--- src/rtl/sdr_adapter_pkg.sv ---
// Shared helpers and types for the SDRAM data-width adapter.
package sdr_adapter_pkg;

  typedef enum logic {IDLE, SEND} wr_state_t;

  function automatic int unsigned ratio_f(input int unsigned app_dw, input int unsigned sdr_dw);
    return app_dw / sdr_dw;
  endfunction

  // Counter width that stays at least one bit when only one value is needed.
  function automatic int unsigned cnt_w(input int unsigned n);
    return (n > 1) ? $clog2(n) : 1;
  endfunction

  function automatic bit sdr_dw_legal(input int unsigned dw);
    return (dw == 8) || (dw == 16) || (dw == 32);
  endfunction

endpackage

--- src/rtl/sdr_width_adapter_if.sv ---
// Application and SDRAM-side handshake signals of the width adapter.
interface sdr_width_adapter_if #(
  parameter int unsigned APP_DW = 32,
  parameter int unsigned SDR_DW = 8
);
  logic                  wr_valid;
  logic                  wr_ready;
  logic [APP_DW-1:0]     wr_data;
  logic [APP_DW/8-1:0]   wr_be;
  logic                  sdr_wr_valid;
  logic                  sdr_wr_ready;
  logic [SDR_DW-1:0]     sdr_wr_data;
  logic [SDR_DW/8-1:0]   sdr_wr_dqm;
  logic                  sdr_rd_valid;
  logic [SDR_DW-1:0]     sdr_rd_data;
  logic                  rd_flush;
  logic                  rd_valid;
  logic                  rd_ready;
  logic [APP_DW-1:0]     rd_data;
  logic                  rd_overflow;

  modport slave (
    input  wr_valid, wr_data, wr_be, sdr_wr_ready, sdr_rd_valid, sdr_rd_data,
           rd_flush, rd_ready,
    output wr_ready, sdr_wr_valid, sdr_wr_data, sdr_wr_dqm, rd_valid, rd_data,
           rd_overflow
  );

  modport master (
    output wr_valid, wr_data, wr_be, sdr_wr_ready, sdr_rd_valid, sdr_rd_data,
           rd_flush, rd_ready,
    input  wr_ready, sdr_wr_valid, sdr_wr_data, sdr_wr_dqm, rd_valid, rd_data,
           rd_overflow
  );
endinterface

--- src/rtl/sdr_rd_fifo.sv ---
// Circular read-word FIFO with wrap-bit pointers, flush and sticky overflow.
module sdr_rd_fifo
  import sdr_adapter_pkg::*;
#(
  parameter int unsigned WIDTH = 32,
  parameter int unsigned DEPTH = 4
) (
  input  logic             clk,
  input  logic             rst,
  input  logic             push,
  input  logic [WIDTH-1:0] push_data,
  input  logic             pop,
  input  logic             flush,
  output logic             empty_c,
  output logic [WIDTH-1:0] head_data_c,
  output logic             overflow
);
  localparam int unsigned AW = cnt_w(DEPTH);
  localparam int unsigned PW = AW + 1;

  logic [WIDTH-1:0] mem [DEPTH];
  logic [PW-1:0]    wptr_q;
  logic [PW-1:0]    rptr_q;
  logic             full_c;
  logic             do_push;
  logic             do_pop;

  assign empty_c     = (wptr_q == rptr_q);
  assign full_c      = (wptr_q[AW] != rptr_q[AW]) && (wptr_q[AW-1:0] == rptr_q[AW-1:0]);
  assign do_pop      = pop && !empty_c;
  // A pop in the same cycle frees the slot, so a push into a full FIFO still lands.
  assign do_push     = push && (!full_c || do_pop);
  assign head_data_c = empty_c ? '0 : mem[rptr_q[AW-1:0]];

  always_ff @(posedge clk) begin
    if (rst) begin
      wptr_q   <= '0;
      rptr_q   <= '0;
      overflow <= 1'b0;
    end else if (flush) begin
      wptr_q <= '0;
      rptr_q <= '0;
    end else begin
      if (do_push) wptr_q <= wptr_q + 1'b1;
      if (do_pop)  rptr_q <= rptr_q + 1'b1;
      if (push && !do_push) overflow <= 1'b1;
    end
  end

  always_ff @(posedge clk) begin
    if (!rst && !flush && do_push) mem[wptr_q[AW-1:0]] <= push_data;
  end

endmodule

--- src/rtl/sdr_width_adapter.sv ---
// App-word <-> SDRAM-beat width adapter: write serialiser with DQM, read assembler plus FIFO.
module sdr_width_adapter
  import sdr_adapter_pkg::*;
#(
  parameter int unsigned APP_DW   = 32,
  parameter int unsigned SDR_DW   = 8,
  parameter int unsigned RD_DEPTH = 4
) (
  input  logic             sys_clk,
  input  logic             sys_rst,
  sdr_width_adapter_if.slave bus
);
  localparam int unsigned RATIO  = ratio_f(APP_DW, SDR_DW);
  localparam int unsigned BEAT_W = cnt_w(RATIO);
  localparam int unsigned BE_W   = APP_DW / 8;
  localparam int unsigned DQM_W  = SDR_DW / 8;
  localparam logic [BEAT_W-1:0] LAST_BEAT = BEAT_W'(RATIO - 1);
  localparam bit SDR_DW_LEGAL = sdr_dw_legal(SDR_DW);

  if (!SDR_DW_LEGAL || (APP_DW % SDR_DW) != 0 || RD_DEPTH < 2 ||
      (RD_DEPTH & (RD_DEPTH - 1)) != 0) begin : g_param_err
    $error("sdr_width_adapter: illegal APP_DW/SDR_DW/RD_DEPTH combination");
  end

  // ---------------- write path ----------------
  wr_state_t          state_q, state_d;
  logic [BEAT_W-1:0]  wr_beat_q, wr_beat_d;
  logic [APP_DW-1:0]  word_q, word_d;
  logic [BE_W-1:0]    be_q, be_d;
  logic               valid_q, valid_d;
  logic [SDR_DW-1:0]  data_q, data_d;
  logic [DQM_W-1:0]   dqm_q, dqm_d;
  logic               last_beat_c;
  logic               wr_ready_c;

  always_comb begin
    state_d     = state_q;
    wr_beat_d   = wr_beat_q;
    word_d      = word_q;
    be_d        = be_q;
    valid_d     = valid_q;
    data_d      = data_q;
    dqm_d       = dqm_q;
    last_beat_c = (state_q == SEND) && (wr_beat_q == LAST_BEAT);
    wr_ready_c  = (state_q == IDLE) || (last_beat_c && bus.sdr_wr_ready);

    if (wr_ready_c && bus.wr_valid) begin
      // New word: beat 0 goes out straight from the incoming word.
      state_d   = SEND;
      wr_beat_d = '0;
      word_d    = bus.wr_data;
      be_d      = bus.wr_be;
      valid_d   = 1'b1;
      data_d    = bus.wr_data[SDR_DW-1:0];
      dqm_d     = ~bus.wr_be[DQM_W-1:0];
    end else if (state_q == SEND && bus.sdr_wr_ready) begin
      if (last_beat_c) begin
        state_d   = IDLE;
        wr_beat_d = '0;
        valid_d   = 1'b0;
        data_d    = '0;
        dqm_d     = '1;
      end else begin
        wr_beat_d = wr_beat_q + 1'b1;
        data_d    = word_q[int'(wr_beat_d)*SDR_DW +: SDR_DW];
        dqm_d     = ~be_q[int'(wr_beat_d)*DQM_W +: DQM_W];
      end
    end
  end

  always_ff @(posedge sys_clk) begin
    if (sys_rst) begin
      state_q   <= IDLE;
      wr_beat_q <= '0;
      word_q    <= '0;
      be_q      <= '0;
      valid_q   <= 1'b0;
      data_q    <= '0;
      dqm_q     <= '1;
    end else begin
      state_q   <= state_d;
      wr_beat_q <= wr_beat_d;
      word_q    <= word_d;
      be_q      <= be_d;
      valid_q   <= valid_d;
      data_q    <= data_d;
      dqm_q     <= dqm_d;
    end
  end

  assign bus.wr_ready     = wr_ready_c;
  assign bus.sdr_wr_valid = valid_q;
  assign bus.sdr_wr_data  = data_q;
  assign bus.sdr_wr_dqm   = dqm_q;

  // ---------------- read path ----------------
  logic [BEAT_W-1:0] rd_beat_q;
  logic [APP_DW-1:0] asm_q;
  logic [APP_DW-1:0] asm_c;
  logic              beat_ok_c;
  logic              push_c;
  logic              empty_c;

  // A beat arriving together with a flush is discarded.
  always_comb begin
    beat_ok_c = bus.sdr_rd_valid && !bus.rd_flush;
    asm_c     = asm_q;
    asm_c[int'(rd_beat_q)*SDR_DW +: SDR_DW] = bus.sdr_rd_data;
    push_c    = beat_ok_c && (rd_beat_q == LAST_BEAT);
  end

  always_ff @(posedge sys_clk) begin
    if (sys_rst || bus.rd_flush) begin
      rd_beat_q <= '0;
      asm_q     <= '0;
    end else if (beat_ok_c) begin
      asm_q     <= asm_c;
      rd_beat_q <= (rd_beat_q == LAST_BEAT) ? '0 : rd_beat_q + 1'b1;
    end
  end

  sdr_rd_fifo #(
    .WIDTH (APP_DW),
    .DEPTH (RD_DEPTH)
  ) u_rd_fifo (
    .clk         (sys_clk),
    .rst         (sys_rst),
    .push        (push_c),
    .push_data   (asm_c),
    .pop         (bus.rd_ready),
    .flush       (bus.rd_flush),
    .empty_c     (empty_c),
    .head_data_c (bus.rd_data),
    .overflow    (bus.rd_overflow)
  );

  assign bus.rd_valid = !empty_c;

endmodule
--- src/flat_wrapper.sv ---
// flat-port wrapper written by rule: the top's interface ports become plain ports
module sdr_width_adapter_flat import sdr_adapter_pkg::*;
#(
  parameter int unsigned APP_DW   = 32,
  parameter int unsigned SDR_DW   = 8,
  parameter int unsigned RD_DEPTH = 4
)
  (sys_clk, sys_rst, bus_wr_valid, bus_wr_data, bus_wr_be, bus_sdr_wr_ready, bus_sdr_rd_valid, bus_sdr_rd_data, bus_rd_flush, bus_rd_ready, bus_wr_ready, bus_sdr_wr_valid, bus_sdr_wr_data, bus_sdr_wr_dqm, bus_rd_valid, bus_rd_data, bus_rd_overflow);
  sdr_width_adapter_if #(.APP_DW(APP_DW), .SDR_DW(SDR_DW)) bus_i ();
  input  logic sys_clk;
  input  logic sys_rst;
  input wire logic [$bits(bus_i.wr_valid)-1:0] bus_wr_valid;
  input wire logic [$bits(bus_i.wr_data)-1:0] bus_wr_data;
  input wire logic [$bits(bus_i.wr_be)-1:0] bus_wr_be;
  input wire logic [$bits(bus_i.sdr_wr_ready)-1:0] bus_sdr_wr_ready;
  input wire logic [$bits(bus_i.sdr_rd_valid)-1:0] bus_sdr_rd_valid;
  input wire logic [$bits(bus_i.sdr_rd_data)-1:0] bus_sdr_rd_data;
  input wire logic [$bits(bus_i.rd_flush)-1:0] bus_rd_flush;
  input wire logic [$bits(bus_i.rd_ready)-1:0] bus_rd_ready;
  output wire logic [$bits(bus_i.wr_ready)-1:0] bus_wr_ready;
  output wire logic [$bits(bus_i.sdr_wr_valid)-1:0] bus_sdr_wr_valid;
  output wire logic [$bits(bus_i.sdr_wr_data)-1:0] bus_sdr_wr_data;
  output wire logic [$bits(bus_i.sdr_wr_dqm)-1:0] bus_sdr_wr_dqm;
  output wire logic [$bits(bus_i.rd_valid)-1:0] bus_rd_valid;
  output wire logic [$bits(bus_i.rd_data)-1:0] bus_rd_data;
  output wire logic [$bits(bus_i.rd_overflow)-1:0] bus_rd_overflow;
  assign bus_i.wr_valid = bus_wr_valid;
  assign bus_i.wr_data = bus_wr_data;
  assign bus_i.wr_be = bus_wr_be;
  assign bus_i.sdr_wr_ready = bus_sdr_wr_ready;
  assign bus_i.sdr_rd_valid = bus_sdr_rd_valid;
  assign bus_i.sdr_rd_data = bus_sdr_rd_data;
  assign bus_i.rd_flush = bus_rd_flush;
  assign bus_i.rd_ready = bus_rd_ready;
  assign bus_wr_ready = bus_i.wr_ready;
  assign bus_sdr_wr_valid = bus_i.sdr_wr_valid;
  assign bus_sdr_wr_data = bus_i.sdr_wr_data;
  assign bus_sdr_wr_dqm = bus_i.sdr_wr_dqm;
  assign bus_rd_valid = bus_i.rd_valid;
  assign bus_rd_data = bus_i.rd_data;
  assign bus_rd_overflow = bus_i.rd_overflow;
  sdr_width_adapter #(.APP_DW(APP_DW), .SDR_DW(SDR_DW), .RD_DEPTH(RD_DEPTH)) u_core (.sys_clk(sys_clk), .sys_rst(sys_rst), .bus(bus_i));
endmodule
--- config.mk ---
export PLATFORM = sky130hd
export DESIGN_NAME = sdr_width_adapter_flat
export DESIGN_NICKNAME = d
export VERILOG_FILES = /design/src/rtl/sdr_adapter_pkg.sv /design/src/rtl/sdr_width_adapter_if.sv /design/src/rtl/sdr_rd_fifo.sv /design/src/rtl/sdr_width_adapter.sv /design/src/flat_wrapper.sv
export SDC_FILE = /design/constraint.sdc
export NUM_CORES = 1
export LEC_CHECK = 0
export CAP_MARGIN = 20
export CORE_ASPECT_RATIO = 1.25
export CORE_MARGIN = 4
export CORE_UTILIZATION = 45
export DETAILED_ROUTE_END_ITERATION = 8
export GPL_TIMING_DRIVEN = 0
export PLACE_DENSITY_LB_ADDON = 0.08
export SLEW_MARGIN = 30
export SYNTH_ARGS = -nofsm -noshare
export SYNTH_HDL_FRONTEND = slang
export SYNTH_HIERARCHICAL = 1
export SYNTH_SLANG_ARGS = --single-unit
--- constraint.sdc ---
create_clock -name sys_clk -period 10.4 [get_ports sys_clk]
set_input_delay 2.6 -clock sys_clk [delete_from_list [all_inputs] [get_ports sys_clk]]
set_output_delay 2.6 -clock sys_clk [all_outputs]
set_load 0.02 [all_outputs]
[Yosys cells after proc, flatten, opt, wreduce, memory -nomap -nowiden]
Memory sizes are Yosys's and may differ from the RTL's. A register that Yosys moved wholly into a read port is not among the register bits.
Cells that the tools add are included.
Cells by class
  $add $sub $neg: 5
  multiply operators: 0
  div/mod/pow operators: 0
  order comparisons: 0
  equal/unequal tests: 5
  shifts and indexed selects: 4
  muxes and demuxes: 17
  bitwise logic cells: 4
  reduce and logical (&&, ||, !) cells: 26
Operators by type and width (number)
  negation 5 -> 34 bit: 1
  variable shift 8 x 34 -> 32 bit (first input constant): 1
  indexed part select 8 x 34 -> 32 bit: 1
  bitwise mux 32 bit: 1
  2-to-1 mux 32 bit: 1
  indexed part select 32 x 6 -> 8 bit: 1
  2-to-1 mux 8 bit: 3
  logical AND 1 bit: 12
  2-to-1 mux 1 bit: 8
  2-to-1 mux 2 bit: 4
  adder 3 x 1 -> 3 bit (second input constant): 2
  zero test 1 bit: 5
  adder 2 x 1 -> 2 bit (second input constant): 2
  == test 2 bit (second input constant): 2
  inverter 1 bit: 4
  AND reduction 2 bit: 2
  nonzero test 2 bit: 2
  OR reduction 2 bit: 2
  indexed part select 4 x 3 -> 1 bit: 1
  == test 3 bit: 1
  logical OR 1 bit: 3
  == test 2 bit: 1
  != test 1 bit: 1
Word-level totals
  register bits after elaboration: 89
  bits in latches: 0
  RAM bits: 128
  memory bits (read-only): 0
  input port bits: 51
  output and inout bits: 45
  logic and storage cells: 73
  memories: 1
Memory list
  u_core.u_rd_fifo.mem: words 4, bits a word 32, rd ports 1, clocked after Yosys merged registers in 1, wr ports 1, line sdr_rd_fifo.sv:21  | logic [WIDTH-1:0] mem [DEPTH];

[Longest topological paths before layout]
Gate-level depths: netlist of run 1.
  word-level depth: 8
  mapped depth: 8
  gate-level depth less buffers: 6

[Hierarchy]
The synthesis of run 1 kept the hierarchy.
Modules (own cells, without submodules)
  sdr_rd_fifo: times used 1, cells each 252, area each 5307.6 µm², seq. area each 4023.9 µm²
  sdr_width_adapter: times used 1, cells each 489, area each 4190.3 µm², seq. area each 1641.6 µm²

[Least setup slack after synthesis of run 1]
No wires, ideal clock.
  path kind: input port to flip-flop
  from: input bus_sdr_rd_valid
  to: memory u_core.u_rd_fifo.mem[3][0] (enable)
  setup time: 0.461 ns
  arrival: 5.432 ns
  required time: 9.939 ns
  path slack: 4.507 ns
  cell stages on the path: 5
  path buffers: 1
  cell sequence: clkbuf_1 > nand2_1 > nor2_1 > nand2_1 > nor3_1
On the way
  longest elaborated chain between the ends: 6
RTL lines
  start, declared: line flat_wrapper.sv:16  | input wire logic [$bits(bus_i.sdr_rd_valid)-1:0] bus_sdr_rd_valid;
  logical AND 1 bit: line sdr_width_adapter.sv:106  | beat_ok_c = bus.sdr_rd_valid && !bus.rd_flush;
  logical AND 1 bit: line sdr_width_adapter.sv:109  | push_c = beat_ok_c && (rd_beat_q == LAST_BEAT);
  named net u_core.push_c: line sdr_width_adapter.sv:101  | logic push_c;
  logical AND 1 bit: line sdr_rd_fifo.sv:32  | assign do_push = push && (!full_c || do_pop);
  logical AND 1 bit: line sdr_rd_fifo.sv:51  | if (!rst && !flush && do_push) mem[wptr_q[AW-1:0]] <= push_data;
  2-to-1 mux 1 bit: line sdr_rd_fifo.sv:51
  2-to-1 mux 1 bit (implied by the code): line sdr_rd_fifo.sv:51
  end, declared: line sdr_rd_fifo.sv:21
The timed path passes the listed nets, and every way through them passes these cells.

[Final worst setup path of run 1]
  from: input bus_sdr_wr_ready
  to: output bus_wr_ready
On the way
  longest elaborated chain between the ends: 2
RTL lines
  start, declared: line flat_wrapper.sv:15  | input wire logic [$bits(bus_i.sdr_wr_ready)-1:0] bus_sdr_wr_ready;
  logical AND 1 bit: line sdr_width_adapter.sv:45  | wr_ready_c = (state_q == IDLE) || (last_beat_c && bus.sdr_wr_ready);
  logical OR 1 bit: line sdr_width_adapter.sv:45
  end, declared: line flat_wrapper.sv:20  | output wire logic [$bits(bus_i.wr_ready)-1:0] bus_wr_ready;
No other way between the ends.

==> results of run 1 <==
-- cell usage after synthesis, drive strengths merged (3+ instances only) --
master,number
nor2b,34
dfxtp,91
mux4,41
nand2b,9
and3,10
nor2,42
mux2i,5
o21ai,46
ha,12
and2,6
nor3,4
a22o,24
nand4,3
nand2,26
o21bai,9
o32ai,8
inv,29
xor2,5
nand3,44
buf,37
a32o,3
edfxtp,128
a211oi,9
a32oi,18
a21oi,52
clkbuf,25
-- flip-flops by register name (all words and copies together), names as in the netlist, named ones only --
signal	flops
u_core/asm_q	32
u_core/be_q	4
u_core/bus.sdr_wr_data	8
u_core/bus.sdr_wr_dqm	1
u_core/bus.sdr_wr_valid	1
u_core/rd_beat_q	2
u_core/u_rd_fifo/mem	128
u_core/u_rd_fifo/overflow	1
u_core/u_rd_fifo/rptr_q	3
u_core/u_rd_fifo/wptr_q	3
u_core/word_q	32
u_core/wr_beat_q	2
-- worst paths after layout --
check,to,slack [ps]
min reg2reg,u_core/asm_q[9],460
max reg2reg,u_core/u_rd_fifo/mem[1][15],7730
max,bus_wr_ready,3400
min,u_core/asm_q[9],460
-- routing by layer --
| metal | vias to the layer above | global-route usage, % | part of all wire [%] |
|---|---|---|---|
| met1 | 3174 | 21.9 | 38 |
| met2 | 165 | 35.0 | 54 |
| li1 | 3019 | - | - |
| met5 | - | 0 | 0 |
| met3 | 42 | 3.02 | 4.7 |
| met4 | 0 | 6.49 | 3.2 |
-- power groups by stage --
stage,clock (mW),combinational [mW],sequential [mW]
2_1_floorplan,0,0.0691,0.954
3_3_place_gp,0,0.119,0.953
3_5_place_dp,0,0.122,0.953
4_1_cts,0.817,0.122,0.935
5_1_grt,0.857,0.133,0.935
6_report,0.802,0.121,0.935
-- cell type report --
class	count	area [um^2]
fill	1778	9240
sequential	219	5670
multi-input combinational	430	3390
timing repair buffer	95	991
clock buffer	28	594
tap	274	343
buffer	62	339
clock inverter	12	139
inverter	30	113
-- per-stage QoR --
stage	hold WS (ps)	util (%)	cells	total power [mW]
finish	460	55.6	1150	1.86
global route	477	55.6	1150	1.93
CTS	459	55.6	1150	1.87
detailed placement	453	52.1	1110	1.08
global placement	440	51.5	1102	1.07
floorplan	432	-	741	1.02
-- tightest hold or removal path, cell delays in order (launching register included) --
cell     delay (ps)
dfxtp_1         310
nand2_1          50
a21oi_1          50
-- cells by family after synthesis --
family	after synthesis	synth area share (%)
simple gates	189	10.6
fa+ha+maj	12	1.58
compound gates	175	12.2
buf+inv	92	4.76
xor+xnor	7	0.804
flops	219	59.6
mux	47	10.4
==> impl_metrics.py, run 1 <==
metrics = {
    "clocking": {
        "cts_tree": "done",
        "cts_setup_buffers": 0,
        "clkSinkCount": 219,
        "numCtsBuffers": 22,
        "holdBufCountCts": 0,
        "clk_pin_slew_worst_paths_ps": 60,
        "insertion_delay_ps": 500,
        "root_buffer": "clkbuf_16",
        "clk_path_buf_depth": 3,
        "cts_resized": 0,
        "htreeDepth": 1,
    },
    "sta": {
        "period_minus_slack_ps": 7000,
        "fmax_mhz": 143,
        "final_max_slew_viol_count": 0,
        "finClkSkew_ps": 16.3,
        "hold_violations": 0,
        "tightest_slew_ps": 781,
        "layout_setup_ws_ps": 3400,
        "fin_setup_tns_ps": 0,
        "max_slew_margin_pct": 47.6,
        "setup_viol": 0,
        "grt_setup_unrepaired": "false",
        "timing.final.crit_share_pct": 67.3,
    },
    "critical_path": {
        "critical_path.top_delay_family": "buffers and inverters",
        "crit_arrival_ps": 4400,
        "cp_num_buf_inv": 5,
        "worst-r2r-cell-count": 6,
        "cp-end-kind": "output pin",
        "max_stage_delay_ps": 640,
        "crit_type": "in -> out",
        "crit_cells": 6,
        "start_kind": "primary input",
        "path_cells": "clkdlybuf4s50_1 -> a21boi_1 -> buf_2 -> inv_2 -> buf_2 -> clkdlybuf4s50_1",
        "crit_path_max_fanout": 10,
        "startpoint": "bus_sdr_wr_ready",
        "worstPathRequired_ps": 7800,
        "cpMaxStageDelayCell": "clkdlybuf4s50_1",
        "r2r-start": "u_core/rd_beat_q[0]",
    },
    "power_and_ir_drop": {
        "power.density_nw_per_um2": 161,
        "p_seq_share_pct": 50.3,
        "p_sw_mw": 0.400,
        "ir_worst_vdd_uv": 108,
        "p_sw_share_pct": 21.5,
        "p_clk_share_pct": 43.2,
        "comb_power_share_pct": 6.5,
        "p_leak_nw": 3.92,
        "p_int_mw": 1.46,
    },
    "floorplan": {
        "die-area_um2": 23500,
        "rows": 59,
        "core_um2": 20800,
        "fp.dieW_um": 138,
        "die_height_um": 170,
        "start_util_pct": 45.6,
        "io_pins": 96,
    },
    "placed_design": {
        "place_area_um2": 10800,
        "dp_hpwl_um": 16100,
        "post-place-ws_ps": 3390,
        "io_buffer_count": 87,
        "gp_congestion": 0.810,
    },
    "layout": {
        "synthToLayoutAreaGrowth_pct": 21.9,
        "diodes": 0,
        "nNetsFinal": 923,
        "final_layout_size_suffix_gt1_share_pct": 16.1,
        "layout_commonest_cell": "edfxtp_1",
        "finalInstanceArea_um2": 11600,
        "layout_common_cells": "128 x edfxtp_1, 91 x dfxtp_1, 87 x clkdlybuf4s50_1, 52 x a21oi_1",
    },
    "outcome": {
        "status": "finished, final reports clean",
    },
    "logic_synthesis": {
        "syn_nets": 804,
        "post_synth.cell_area_avg_um2": 12.8,
        "yosysWarnings": 6,
        "syn_inst": 741,
        "synth_area_um2": 9500,
        "synth-main-ff-cell": "edfxtp_1",
        "ys_seq_elements": 219,
        "synth_edf_count": 128,
        "async_flop_share_pct": 0,
        "synthTopCellsByArea": "edfxtp_1 40%, dfxtp_1 19%, mux4_2 9.7%",
        "yosysUniqueCellTypes": 55,
        "synth_top_cell_area_share_pct": 40.5,
        "synth_sequential_area_ratio_pct": 59.6,
        "yosys.area.top_type": "edfxtp_1",
    },
    "run": {
        "maxCapViolations": 0,
    },
    "hold_path": {
        "hold_class": "reg -> reg",
        "hp-start": "u_core/asm_q[9]",
        "min_path_cells": 2,
    },
    "detailed_routing": {
        "drt-total-wl_um": 21900,
        "antenna_left": 0,
        "viasPerCell": 5.57,
        "dr_total_vias": 6400,
        "drtPass1Iterations": 5,
        "drcViolationCount": 0,
        "wire_per_inst_um": 19.1,
        "first_iter_violations": 355,
    },
    "global_routing": {
        "antenna_found_initial": 0,
        "track_usage_pct": 18.9,
        "grt_max_degree": 21,
        "grt_pass1_wl_um": 34500,
        "overflow": 0,
        "grt_pass1_vias": 6547,
    },
}
Note: power is estimated with default switching activity, not from simulation.
==> inputs of run 2 (changes only) <==
clock period = 7 ns   (was 10.4 ns; I/O delays follow)
==> results of run 2 <==
Same layout as run 1 (identical final DEF). Status: finished, final reports clean.
Among the figures that moved: setup slack after placement 3390 ps -> 1690 ps; setup slack after layout 3400 ps -> 1700 ps; register-to-register setup slack 7730 ps -> 4330 ps; total power 1.86 mW -> 2.76 mW; worst IR drop on VDD 108 uV -> 160 uV
==> inputs of run 3 (changes only) <==
clock period = 5.54 ns   (was 7 ns; I/O delays follow)
==> results of run 3 <==
Same layout as run 1 (identical final DEF). Status: finished, final reports clean.
Among the figures that moved: setup slack after placement 3390 ps -> 964 ps; setup slack after layout 3400 ps -> 969 ps; register-to-register setup slack 7730 ps -> 2870 ps; total power 1.86 mW -> 3.49 mW; worst IR drop on VDD 108 uV -> 202 uV
